==> src/rtl/mul_div_unit.sv <==
// Multi-cycle integer multiply/divide unit (signed and unsigned).
// Divide: restoring radix-2 over operand magnitudes, one quotient bit per cycle.
// Multiply: iterative shift-add by default. Defining MUL_DIV_FAST_MUL_EN replaces it
// with a single-cycle combinational product.
// result_o and div_zero_o are written only on entry to DONE, or at acceptance for a
// fast multiply. An annulled or reset operation therefore never disturbs them.
module mul_div_unit #(
    parameter int unsigned WIDTH = 32
) (
    input  logic                 clk,
    input  logic                 rst,
    input  logic                 start_i,
    input  logic                 annul_i,
    input  logic [1:0]           op_i,
    input  logic [WIDTH-1:0]     opdata1_i,
    input  logic [WIDTH-1:0]     opdata2_i,
    output logic [2*WIDTH-1:0]   result_o,
    output logic                 ready_o,
    output logic                 busy_o,
    output logic                 div_zero_o
);

`ifdef MUL_DIV_FAST_MUL_EN
    localparam bit FAST_MUL = 1'b1;
`else
    localparam bit FAST_MUL = 1'b0;
`endif

    localparam int unsigned CW = $clog2(WIDTH);
    localparam logic [CW-1:0] LAST = CW'(WIDTH - 1);

    localparam logic [1:0] S_IDLE = 2'd0;
    localparam logic [1:0] S_BUSY = 2'd1;
    localparam logic [1:0] S_ZERO = 2'd2;
    localparam logic [1:0] S_DONE = 2'd3;

    logic [1:0]         state_q;
    logic [1:0]         state_d;
    logic               div_q;
    logic               neg_q;
    logic               rem_neg_q;
    logic [WIDTH-1:0]   hi_q;
    logic [WIDTH-1:0]   lo_q;
    logic [WIDTH-1:0]   m_q;
    logic [CW-1:0]      cnt_q;

    logic               is_div_c;
    logic               a_neg_c;
    logic               b_neg_c;
    logic [WIDTH-1:0]   a_mag_c;
    logic [WIDTH-1:0]   b_mag_c;
    logic [2*WIDTH-1:0] ext1_c;
    logic [2*WIDTH-1:0] ext2_c;
    logic [2*WIDTH-1:0] prod_c;
    logic [WIDTH:0]     msum_c;
    logic [WIDTH:0]     trial_c;
    logic [WIDTH-1:0]   step_hi_c;
    logic [WIDTH-1:0]   step_lo_c;
    logic [2*WIDTH-1:0] mag_c;
    logic [2*WIDTH-1:0] mul_fin_c;
    logic [WIDTH-1:0]   quo_c;
    logic [WIDTH-1:0]   rem_c;
    logic [2*WIDTH-1:0] final_c;

    // Operand decode: op_i[1] selects divide, op_i[0] selects unsigned
    always_comb begin
        is_div_c = op_i[1];
        a_neg_c  = ~op_i[0] & opdata1_i[WIDTH-1];
        b_neg_c  = ~op_i[0] & opdata2_i[WIDTH-1];
        a_mag_c  = a_neg_c ? (WIDTH'(0) - opdata1_i) : opdata1_i;
        b_mag_c  = b_neg_c ? (WIDTH'(0) - opdata2_i) : opdata2_i;
        ext1_c   = op_i[0] ? {WIDTH'(0), opdata1_i} : {{WIDTH{opdata1_i[WIDTH-1]}}, opdata1_i};
        ext2_c   = op_i[0] ? {WIDTH'(0), opdata2_i} : {{WIDTH{opdata2_i[WIDTH-1]}}, opdata2_i};
        prod_c   = ext1_c * ext2_c;
    end

    // One iteration of shift-add multiply or restoring divide, plus the sign fix-up
    always_comb begin
        msum_c  = {1'b0, hi_q} + (lo_q[0] ? {1'b0, m_q} : (WIDTH + 1)'(0));
        trial_c = {hi_q, lo_q[WIDTH-1]} - {1'b0, m_q};
        if (div_q) begin
            if (!trial_c[WIDTH]) begin
                step_hi_c = trial_c[WIDTH-1:0];
                step_lo_c = {lo_q[WIDTH-2:0], 1'b1};
            end else begin
                step_hi_c = {hi_q[WIDTH-2:0], lo_q[WIDTH-1]};
                step_lo_c = {lo_q[WIDTH-2:0], 1'b0};
            end
        end else begin
            step_hi_c = msum_c[WIDTH:1];
            step_lo_c = {msum_c[0], lo_q[WIDTH-1:1]};
        end
        mag_c     = {step_hi_c, step_lo_c};
        mul_fin_c = neg_q ? ((2 * WIDTH)'(0) - mag_c) : mag_c;
        quo_c     = neg_q ? (WIDTH'(0) - step_lo_c) : step_lo_c;
        rem_c     = rem_neg_q ? (WIDTH'(0) - step_hi_c) : step_hi_c;
        final_c   = div_q ? {rem_c, quo_c} : mul_fin_c;
    end

    // Next-state logic; annul wins over start in IDLE
    always_comb begin
        state_d = state_q;
        case (state_q)
            S_IDLE: begin
                if (start_i && !annul_i) begin
                    if (is_div_c && (opdata2_i == WIDTH'(0))) begin
                        state_d = S_ZERO;
                    end else if (FAST_MUL && !is_div_c) begin
                        state_d = S_DONE;
                    end else begin
                        state_d = S_BUSY;
                    end
                end
            end
            S_BUSY: begin
                if (annul_i) begin
                    state_d = S_IDLE;
                end else if (cnt_q == LAST) begin
                    state_d = S_DONE;
                end
            end
            S_ZERO:  state_d = annul_i ? S_IDLE : S_DONE;
            S_DONE:  state_d = S_IDLE;
            default: state_d = S_IDLE;
        endcase
    end

    // State register
    always_ff @(posedge clk) begin
        if (rst) begin
            state_q <= S_IDLE;
        end else begin
            state_q <= state_d;
        end
    end

    // Registered status outputs, operand capture and iteration datapath
    always_ff @(posedge clk) begin
        if (rst) begin
            busy_o     <= 1'b0;
            ready_o    <= 1'b0;
            result_o   <= '0;
            div_zero_o <= 1'b0;
            div_q      <= 1'b0;
            neg_q      <= 1'b0;
            rem_neg_q  <= 1'b0;
            hi_q       <= '0;
            lo_q       <= '0;
            m_q        <= '0;
            cnt_q      <= '0;
        end else begin
            busy_o  <= (state_d == S_BUSY) || (state_d == S_ZERO);
            ready_o <= (state_d == S_DONE);
            case (state_q)
                S_IDLE: begin
                    if (start_i && !annul_i) begin
                        div_q     <= is_div_c;
                        neg_q     <= a_neg_c ^ b_neg_c;
                        rem_neg_q <= a_neg_c;
                        hi_q      <= '0;
                        lo_q      <= is_div_c ? a_mag_c : b_mag_c;
                        m_q       <= is_div_c ? b_mag_c : a_mag_c;
                        cnt_q     <= '0;
                        if (FAST_MUL && !is_div_c) begin
                            result_o   <= prod_c;
                            div_zero_o <= 1'b0;
                        end
                    end
                end
                S_BUSY: begin
                    if (!annul_i) begin
                        hi_q  <= step_hi_c;
                        lo_q  <= step_lo_c;
                        cnt_q <= cnt_q + CW'(1);
                        if (cnt_q == LAST) begin
                            result_o   <= final_c;
                            div_zero_o <= 1'b0;
                        end
                    end
                end
                S_ZERO: begin
                    if (!annul_i) begin
                        result_o   <= '0;
                        div_zero_o <= 1'b1;
                    end
                end
                default: ;
            endcase
        end
    end

endmodule

==> config.mk <==
export PLATFORM = sky130hd
export DESIGN_NAME = mul_div_unit
export DESIGN_NICKNAME = d
export VERILOG_FILES = /design/src/rtl/mul_div_unit.sv
export SDC_FILE = /design/constraint.sdc
export NUM_CORES = 1
export LEC_CHECK = 0
export ABC_CLOCK_PERIOD_IN_PS = 5750
export BUFFER_PORTS_ARGS = -buffer_cell sky130_fd_sc_hd__buf_2
export CORE_MARGIN = 2
export CORE_UTILIZATION = 62
export DETAILED_ROUTE_END_ITERATION = 8
export GPL_ROUTABILITY_DRIVEN = 0
export HOLD_SLACK_MARGIN = 0.15
export PLACE_DENSITY = 0.83
export SYNTH_ARGS = -nofsm -noshare
export SYNTH_HDL_FRONTEND = slang
export SYNTH_SLANG_ARGS = --single-unit
==> constraint.sdc <==
create_clock -name clk -period 5.75 [get_ports clk]
set_clock_uncertainty 0.2 [all_clocks]
set_input_delay 0.8625 -clock clk [delete_from_list [all_inputs] [get_ports clk]]
set_output_delay 0.8625 -clock clk [all_outputs]
set_load 0.05 [all_outputs]
; Yosys cells after proc, flatten, opt, wreduce, memory -nomap -nowiden
; Cells that the tools add are included.
[word_totals]
ff_bits = 173
out_inout_bits = 67
wordCells = 82
[op_classes]
add_sub_neg = 8
n_eq_ne = 11
n_mux = 36
bitwise = 4
reduce_logical = 11
[op_table]
columns = cell, n
row1 = $mux 32, 14
row2 = $mux 64, 5
row3 = $pmux 32 s2, 2
row4 = $pmux 64 s2, 1
row5 = $sub 1x32->32 const A, 4
row6 = $sub 1x64->64 const A, 1
row7 = $add 32x32->33, 1
row8 = $sub 33x32->33, 1
row9 = $logic_not 32->1, 1
row10 = $mux 2, 5
row11 = $mux 5, 2
row12 = $pmux 5 s2, 1
row13 = $eq 2x2->1 const B, 4
row14 = $ne 2x2->1 const B, 4
row15 = $pmux 2 s4, 1
row16 = $add 5x1->5 const B, 1
row17 = $eq 5x5->1 const B, 1
row18 = $eq 2x1->1 const B, 2
row19 = $mux 1, 4
row20 = $reduce_and 4->1, 1
row21 = $reduce_bool 2->1, 2
row22 = $reduce_and 3->1, 1
row23 = $and 1x1->1, 2
row24 = $logic_and 1x1->1, 2
row25 = other kinds (7), 7

; Depth between registers and ports, before layout
; Gate-level depths: netlist (run 1).
[depth]
word_depth = 9
ltp_mapped = 22
depth_no_buf = 21

; Worst setup path before layout (run 1)
; OpenSTA, ideal clock, no wires.
[synth_timing]
kind = register -> register
startpoint = reg lo_q[31]
endpoint = reg result_o[52]
arrival_time_ps = 4272
required_time_ps = 5424
slack_ps = 1153
stages_incl_launch_ff = 23
n_path_buf = 1
cell_sequence = dfxtp_1 -> inv_1 -> ha_1 -> inv_1 -> fa_1 -> a211oi_1 -> o211ai_1 -> and2_1 -> o211a_4 -> nor3_2 -> buf_2 -> o31ai_1 -> inv_1 -> ha_1 -> o211ai_1 -> nor3_1 -> nand4_1 -> or2_2 -> nand2_1 -> nand4_1 -> o41ai_2 -> xnor2_1 -> o21ai_1
[synth_between]
elab_chain_cells = 9
elab_cells_between_ends = 13
[synth_lines]
columns = item, line_no
row1 = from (decl), 43  ; logic [WIDTH-1:0] lo_q;
row2 = from (signal assigned), 161  ; lo_q <= is_div_c ? a_mag_c : b_mag_c;
row3 = from (signal assigned), 173  ; lo_q <= step_lo_c;
row4 = $sub 33x32->33, 80  ; trial_c = {hi_q, lo_q[WIDTH-1]} - {1'b0, m_q};
row5 = $mux 1 / $mux 32 (equally long branches), 82  ; if (!trial_c[WIDTH]) begin
row6 = $mux 32, 81  ; if (div_q) begin
row7 = $sub 1x64->64 / $sub 1x32->32 (equally long branches), "94, 96"
row8 = $mux 64 / $mux 32 (equally long branches), "94, 96"
row9 = $mux 64 *, 97  ; final_c = div_q ? {rem_c, quo_c} : mul_fin_c;
row10 = $mux 64 *, 175  ; if (cnt_q == LAST) begin
row11 = $mux 64 *, 171  ; if (!annul_i) begin
row12 = $pmux 64 s2 *, 154  ; case (state_q)
row13 = to (signal assigned), 165  ; result_o <= prod_c;
row14 = to (signal assigned), 176  ; result_o <= final_c;
row15 = to (decl), 17  ; output logic [2*WIDTH-1:0] result_o,
; Mark *: on every way between the ends. The rest lies on a longest branch, timed or not. The select of a mux whose other input is x is not followed.
; A chain may end at the register's enable or synchronous reset.

; Worst setup path after layout (run 1)
[layout_timing]
startpoint = reg lo_q[31]
endpoint = reg result_o[58]
; The elaborated chain is that of the path after synthesis.

==> impl_metrics.yaml, run 1 <==
outcome:
  outcome: "finished clean"
grt:
  antenna_found_initial: 0
  grt_pass1_wl_um: 82300
  grt_max_degree: 87
  grt_overflow: 0
  grt_pass1_vias: 15600
  grt_use_total: 0.399
yosys:
  netlist_instances: 2084
  synth_area_um2: 15100
  ys_warn_count: 0
  yosysUniqueCellTypes: 86
  avgSynthCellArea_um2: 7.22
  ys.flop_type: "dfxtp_1"
  async_flop_share: 0
  synth_edf_count: 0
  postSynthRegisterBits: 173
  synth_nets: 2227
  synth_seq_area_share: 0.230
clocking:
  cts_tree: "built"
  cts-buffers-inserted: 17
  clk_latency_ps: 460
  clk_pin_slew_ps: 80
  cts_hold_buf: 0
  post-cts-setup-buffers: 0
  cts.sinks: 173
  cts_resized: 0
  cts-root-buf: "clkbuf_16"
  clk_path_buf_depth: 2
  htreeDepth: 4
critical_path:
  worst_ep_required_time_ps: 5870
  startpoint_type: "flop"
  worstSetupEndpointType: "flop"
  critPathArrivalTime_ps: 5400
  crit_type: "reg -> reg"
  cp_max_fo: 7
layout:
  antennaDiodeCount: 0
  finalNetCount: 2297
  drive_gt1_frac: 0.123
  area_growth_pct: 10.4
  instances_no_fill: 2491
route:
  drtIter0Drc: 2181
  drt_wl_total_um: 51600
  post_drt_wl_per_cell_um: 20.7
  vias_per_cell: 6.78
  drcViolationCount: 0
  num_vias: 16900
  ant_nets: 0
  drt-pass1-iter-count: 8
place:
  place_inst: 2459
  dp.final_hpwl_um: 38500
  io_buffers: 136
  pre_cts_ws_ps: 709
floorplan:
  coreArea_um2: 24100
  fp-row-count: 57
  die_x_um: 160
  die_h_um: 160
  io_pins: 137
  initial_core_util: 0.624
  die_area_um2: 25500
timing:
  layout_setup_ws_ps: 473
  fin_crit_sh: 0.918
  worst_slew_pin_slew_ps: 1280
  clock.fmax_mhz: 189
  rsz0062_at_grt: "false"
  maxSlewHeadroom: 0.143
  slew_viol_final: 0
  timing.final.crit_period_ps: 5280
  setup_violations: 0
  setup_tns_ps: 0
  hold_viol: 0
power:
  p_leak_nw: 6.82
  power.density_nw_per_um2: 211
  ir_worst_vdd_uv: 180
worst_hold_path:
  worstHoldPathType: "reg -> reg"
job:
  drv_cap: 0
## final timing paths
path / startpoint / to / slack [ps] / cells past startpoint
min reg2reg: result_o[52] / result_o[52] / 250 / 2
min: result_o[52] / result_o[52] / 250 / 2
max: lo_q[31] / result_o[58] / 470 / 22
max reg2reg: lo_q[31] / result_o[58] / 470 / 22
## stage by stage
step | hold WS (ps) | cell area [um^2] | util | total power, mW
after floorplan | 240 | 15100 | - | 1.92
after global placement | 232 | 16000 | 0.662 | 2.16
after detailed placement | 238 | 16000 | 0.662 | 2.18
after CTS | 249 | 16600 | 0.689 | 3.46
after global routing | 266 | 16600 | 0.689 | 3.61
final | 250 | 16600 | 0.689 | 3.50
## synth_stat cells, types with 8 or more instances
| master | instances | area [um^2] |
|---|---|---|
| or4_1 | 11 | 82.6 |
| nor4_1 | 21 | 131 |
| a221oi_1 | 11 | 96.3 |
| ha_1 | 71 | 888 |
| or3_1 | 24 | 150 |
| nor2b_1 | 20 | 125 |
| a311oi_1 | 11 | 96.3 |
| nor2_1 | 279 | 1050 |
| dfxtp_1 | 173 | 3460 |
| o31ai_1 | 15 | 113 |
| nand4_1 | 21 | 131 |
| nand2b_1 | 9 | 56.3 |
| o21a_1 | 10 | 75.1 |
| clkbuf_1 | 98 | 368 |
| o21ai_1 | 11 | 55.1 |
| nor3_1 | 68 | 340 |
| and3_1 | 14 | 87.6 |
| inv_1 | 66 | 248 |
| nor3b_1 | 11 | 82.6 |
| a21oi_1 | 170 | 851 |
| o221ai_1 | 8 | 70.1 |
| mux2_2 | 22 | 248 |
| and2_1 | 46 | 288 |
| xor2_1 | 74 | 648 |
| o21bai_1 | 9 | 67.6 |
| buf_2 | 15 | 75.1 |
| a211oi_1 | 41 | 308 |
| mux2i_1 | 22 | 220 |
| a21o_1 | 24 | 180 |
| xnor2_1 | 87 | 762 |
| a22oi_1 | 74 | 556 |
| nand3_1 | 29 | 145 |
| or2_2 | 8 | 50.1 |
| o21ai_0 | 109 | 546 |
| nand2_1 | 216 | 811 |
| a31oi_1 | 29 | 181 |
| o211ai_1 | 41 | 308 |
## cell type report
cell class | count | area (um^2)
clock inverter | 15 | 234
multi-input combinational | 1723 | 10900
tap | 324 | 405
inverter | 66 | 248
sequential | 173 | 3470
timing repair buffer | 173 | 961
fill | 2069 | 7490
clock buffer | 17 | 425
## worst max-delay path, cell delays in order (launching register included)
cell and delay (ps):
dfxtp_1 350, inv_1 100, ha_1 170, inv_1 60, fa_1 420, a211oi_1 300
o211ai_1 120, and2_1 210, o211a_4 290, nor3_2 190, o31ai_1 140, inv_1 100
ha_1 190, o211ai_1 160, nor3_1 490, nand4_1 180, buf_4 190, nor2_1 220
nor2_1 170, o32ai_1 310, a41oi_1 200, xnor2_1 260, o21ai_0 100
## cells in the final DEF (no fill, tap or decap), drive strengths merged, types with 12 or more instances in the layout
cell type	netlist	final
xor2	74	74
nor4	22	22
or3	25	25
o31ai	16	16
o211ai	42	42
and3	15	15
nand3	29	29
a21o	24	24
mux2	22	22
and2	46	46
a31oi	29	29
nor2b	20	20
xnor2	87	87
nor3	69	69
buf	24	173
or4	12	12
o21ai	120	120
ha	71	71
nand4	21	21
dfxtp	173	173
nand2	216	216
clkbuf	98	17
inv	66	73
a211oi	43	43
nor2	279	279
a22oi	74	74
a21oi	173	173
mux2i	22	22
## cells by family (layout without fill, tap and decap cells)
logic type,after synthesis,in the layout,share of synthesized area
adder cells (fa/ha/maj),73,73,0.0617
AO/OA/AOI/OAI,648,648,0.287
multiplexers,44,44,0.0311
XOR/XNOR,161,161,0.0937
flip-flops,173,173,0.230
buffers and inverters,188,271,0.0489
AND/OR/NAND/NOR,797,797,0.247
## sequential cells by signal, summed over array words and instances, names as in the netlist
signal / flops
busy_o: 1
cnt_q: 5
div_q: 1
div_zero_o: 1
hi_q: 32
lo_q: 32
m_q: 32
neg_q: 1
ready_o: 1
rem_neg_q: 1
result_o: 64
state_q: 2
## report_power, final
group          total (mW)  switching [mW]  internal, mW
Sequential           1.28          0.0488          1.23
Combinational       0.918           0.596         0.323
Clock                1.31           0.624         0.681
Total                3.50            1.27          2.23
## routing by layer
layer | routed length [um] | GRT usage | vias to the layer above
li1 | - | - | 7734
met1 | 19000 | 0.479 | 7710
met2 | 22700 | 0.624 | 1154
met3 | 5630 | 0.0951 | 299
met4 | 4260 | 0.291 | 0
met5 | 0 | 0 | -
Power figures use the tool's default switching activity.
==> run 2, diff against run 1 <==
--- a/config.mk
+++ b/config.mk
@@ -5,13 +5,13 @@
 export SDC_FILE = /design/constraint.sdc
 export NUM_CORES = 1
 export LEC_CHECK = 0
-export ABC_CLOCK_PERIOD_IN_PS = 5750
 export BUFFER_PORTS_ARGS = -buffer_cell sky130_fd_sc_hd__buf_2
 export CORE_MARGIN = 2
 export CORE_UTILIZATION = 62
 export DETAILED_ROUTE_END_ITERATION = 8
 export GPL_ROUTABILITY_DRIVEN = 0
-export HOLD_SLACK_MARGIN = 0.15
+export HOLD_SLACK_MARGIN = 0.06
+export MAX_ROUTING_LAYER = met4
 export PLACE_DENSITY = 0.83
 export SYNTH_ARGS = -nofsm -noshare
 export SYNTH_HDL_FRONTEND = slang
==> run 2 against run 1 <==
  * The run now ends with DRC left
  * Cell count did not move
  * Clock power barely moved
  * Die area did not move
  * Routed wire length fell by 0.28%
  * Critical endpoint unchanged
  * Largest cell class unchanged
==> impl_metrics.yaml, run 2 (same netlist as run 1, synthesis figures left out) <==
timing:
  setup_violations: 0
  holdWs_ps: 248
  timing.final.crit_period_ps: 5250
  fin_crit_sh: 0.913
  hold_viol: 0
  slew_viol_final: 0
  setup_tns_ps: 0
  rsz0062_at_grt: "false"
  worst_slew_pin_slew_ps: 1340
  clock.fmax_mhz: 191
  maxSlewHeadroom: 0.106
place:
  io_buffers: 136
  dp.final_hpwl_um: 38500
critical_path:
  worstSetupEndpointType: "flop"
  critPathArrivalTime_ps: 5370
  r2r_slack_ps: 500
  worst_ep_required_time_ps: 5880
  crit_type: "reg -> reg"
  cp_max_fo: 7
  startpoint_type: "flop"
layout:
  finalNetCount: 2297
  regMostFlops: "result_o"
  num-fill-cells: 2069
  final_cell_mix: "277 x nor2_1, 216 x nand2_1, 172 x dfxtp_1"
  largest_reg_flops: 64
  antennaDiodeCount: 0
  final_common_cell: "nor2_1"
  drive_gt1_frac: 0.123
  area_growth_pct: 10.4
outcome:
  outcome: "complete, but fails checks"
  violations: "DRC"
clocking:
  clk_path_buf_depth: 2
  cts-root-buf: "clkbuf_16"
  cts-buffers-inserted: 17
  cts.sinks: 173
  clk_latency_ps: 460
  cts_resized: 0
  post-cts-setup-buffers: 0
  clk_pin_slew_ps: 80
  htreeDepth: 4
  cts_tree: "built"
  cts_hold_buf: 0
power:
  p_leak_nw: 6.82
  ir_worst_vdd_uv: 181
  power.density_nw_per_um2: 211
job:
  drv_cap: 0
route:
  drcViolationCount: 8
  num_vias: 16900
  post_drt_wl_per_cell_um: 20.6
  vias_per_cell: 6.79
  drt_wl_total_um: 51400
  drt-pass1-iter-count: 9
  drtIter0Drc: 2329
  ant_nets: 0
floorplan:
  fp-row-count: 57
  die_h_um: 160
  initial_core_util: 0.624
  io_pins: 137
  die_x_um: 160
  coreArea_um2: 24100
  die_area_um2: 25500
grt:
  antenna_found_initial: 0
  grt_use_total: 0.409
  grt_pass1_wl_um: 82100
  grt_max_degree: 87
  grt_overflow: 0
  grt_pass1_vias: 15600
worst_hold_path:
  worstHoldPathType: "reg -> reg"
[run 2: cell counts in the layout (fill, tap and decap cells not counted)]
Identical to the previous run, type by type.
[run 2: layer usage]
| metal | global-route usage | part of all wire | vias up |
|---|---|---|---|
| li1 | - | - | 7731 |
| met1 | 0.480 | 0.37 | 7730 |
| met2 | 0.618 | 0.44 | 1149 |
| met3 | 0.0870 | 0.11 | 308 |
| met4 | 0.302 | 0.085 | 0 |
| met5 | - | 0 | - |
[run 2: worst paths after layout]
check          startpoint      endpoint  cells after the start
min reg2reg  result_o[52]  result_o[52]                      2
min          result_o[52]  result_o[52]                      2
max reg2reg      lo_q[31]  result_o[58]                     22
max              lo_q[31]  result_o[58]                     22
[run 2: where the power goes]
group	internal (mW)	leakage, nW	switching (mW)	total, mW
clock	0.681	0.318	0.621	1.30
sequential	1.23	1.40	0.0487	1.28
combinational	0.323	5.10	0.596	0.918
total	2.23	6.82	1.27	3.50
[run 2: area by class of cell]
| type | instances | area, um^2 | area share |
|---|---|---|---|
| clock inverter | 15 | 234 | 0.0141 |
| tap | 324 | 405 | 0.0244 |
| clock buffer | 17 | 425 | 0.0256 |
| sequential | 173 | 3470 | 0.209 |
| timing repair buffer | 173 | 961 | 0.0578 |
| inverter | 66 | 248 | 0.0149 |
| multi-input combinational | 1723 | 10900 | 0.655 |
[run 2: worst max-delay path, cell delays in order, from the launching register on]
cell	delay [ps]
dfxtp_1	350
inv_1	100
ha_1	170
inv_1	60
fa_1	420
a211oi_1	310
o211ai_1	120
and2_1	210
o211a_4	290
nor3_2	190
o31ai_1	140
inv_1	100
ha_1	190
o211ai_1	160
nor3_1	480
nand4_1	180
buf_4	190
nor2_1	230
nor2_1	170
o32ai_1	310
a41oi_1	190
xnor2_1	260
o21ai_0	110
[run 2: per-stage QoR]
step,power [mW],cells,utilization,setup slack (ps),area [um^2]
detailed placement,2.18,2459,0.662,709,16000
global placement,2.16,2459,0.662,838,16000
global route,3.61,2491,0.689,58.2,16600
finish,3.50,2491,0.689,502,16600
CTS,3.46,2491,0.689,632,16600
floorplan,1.92,2084,-,1150,15100
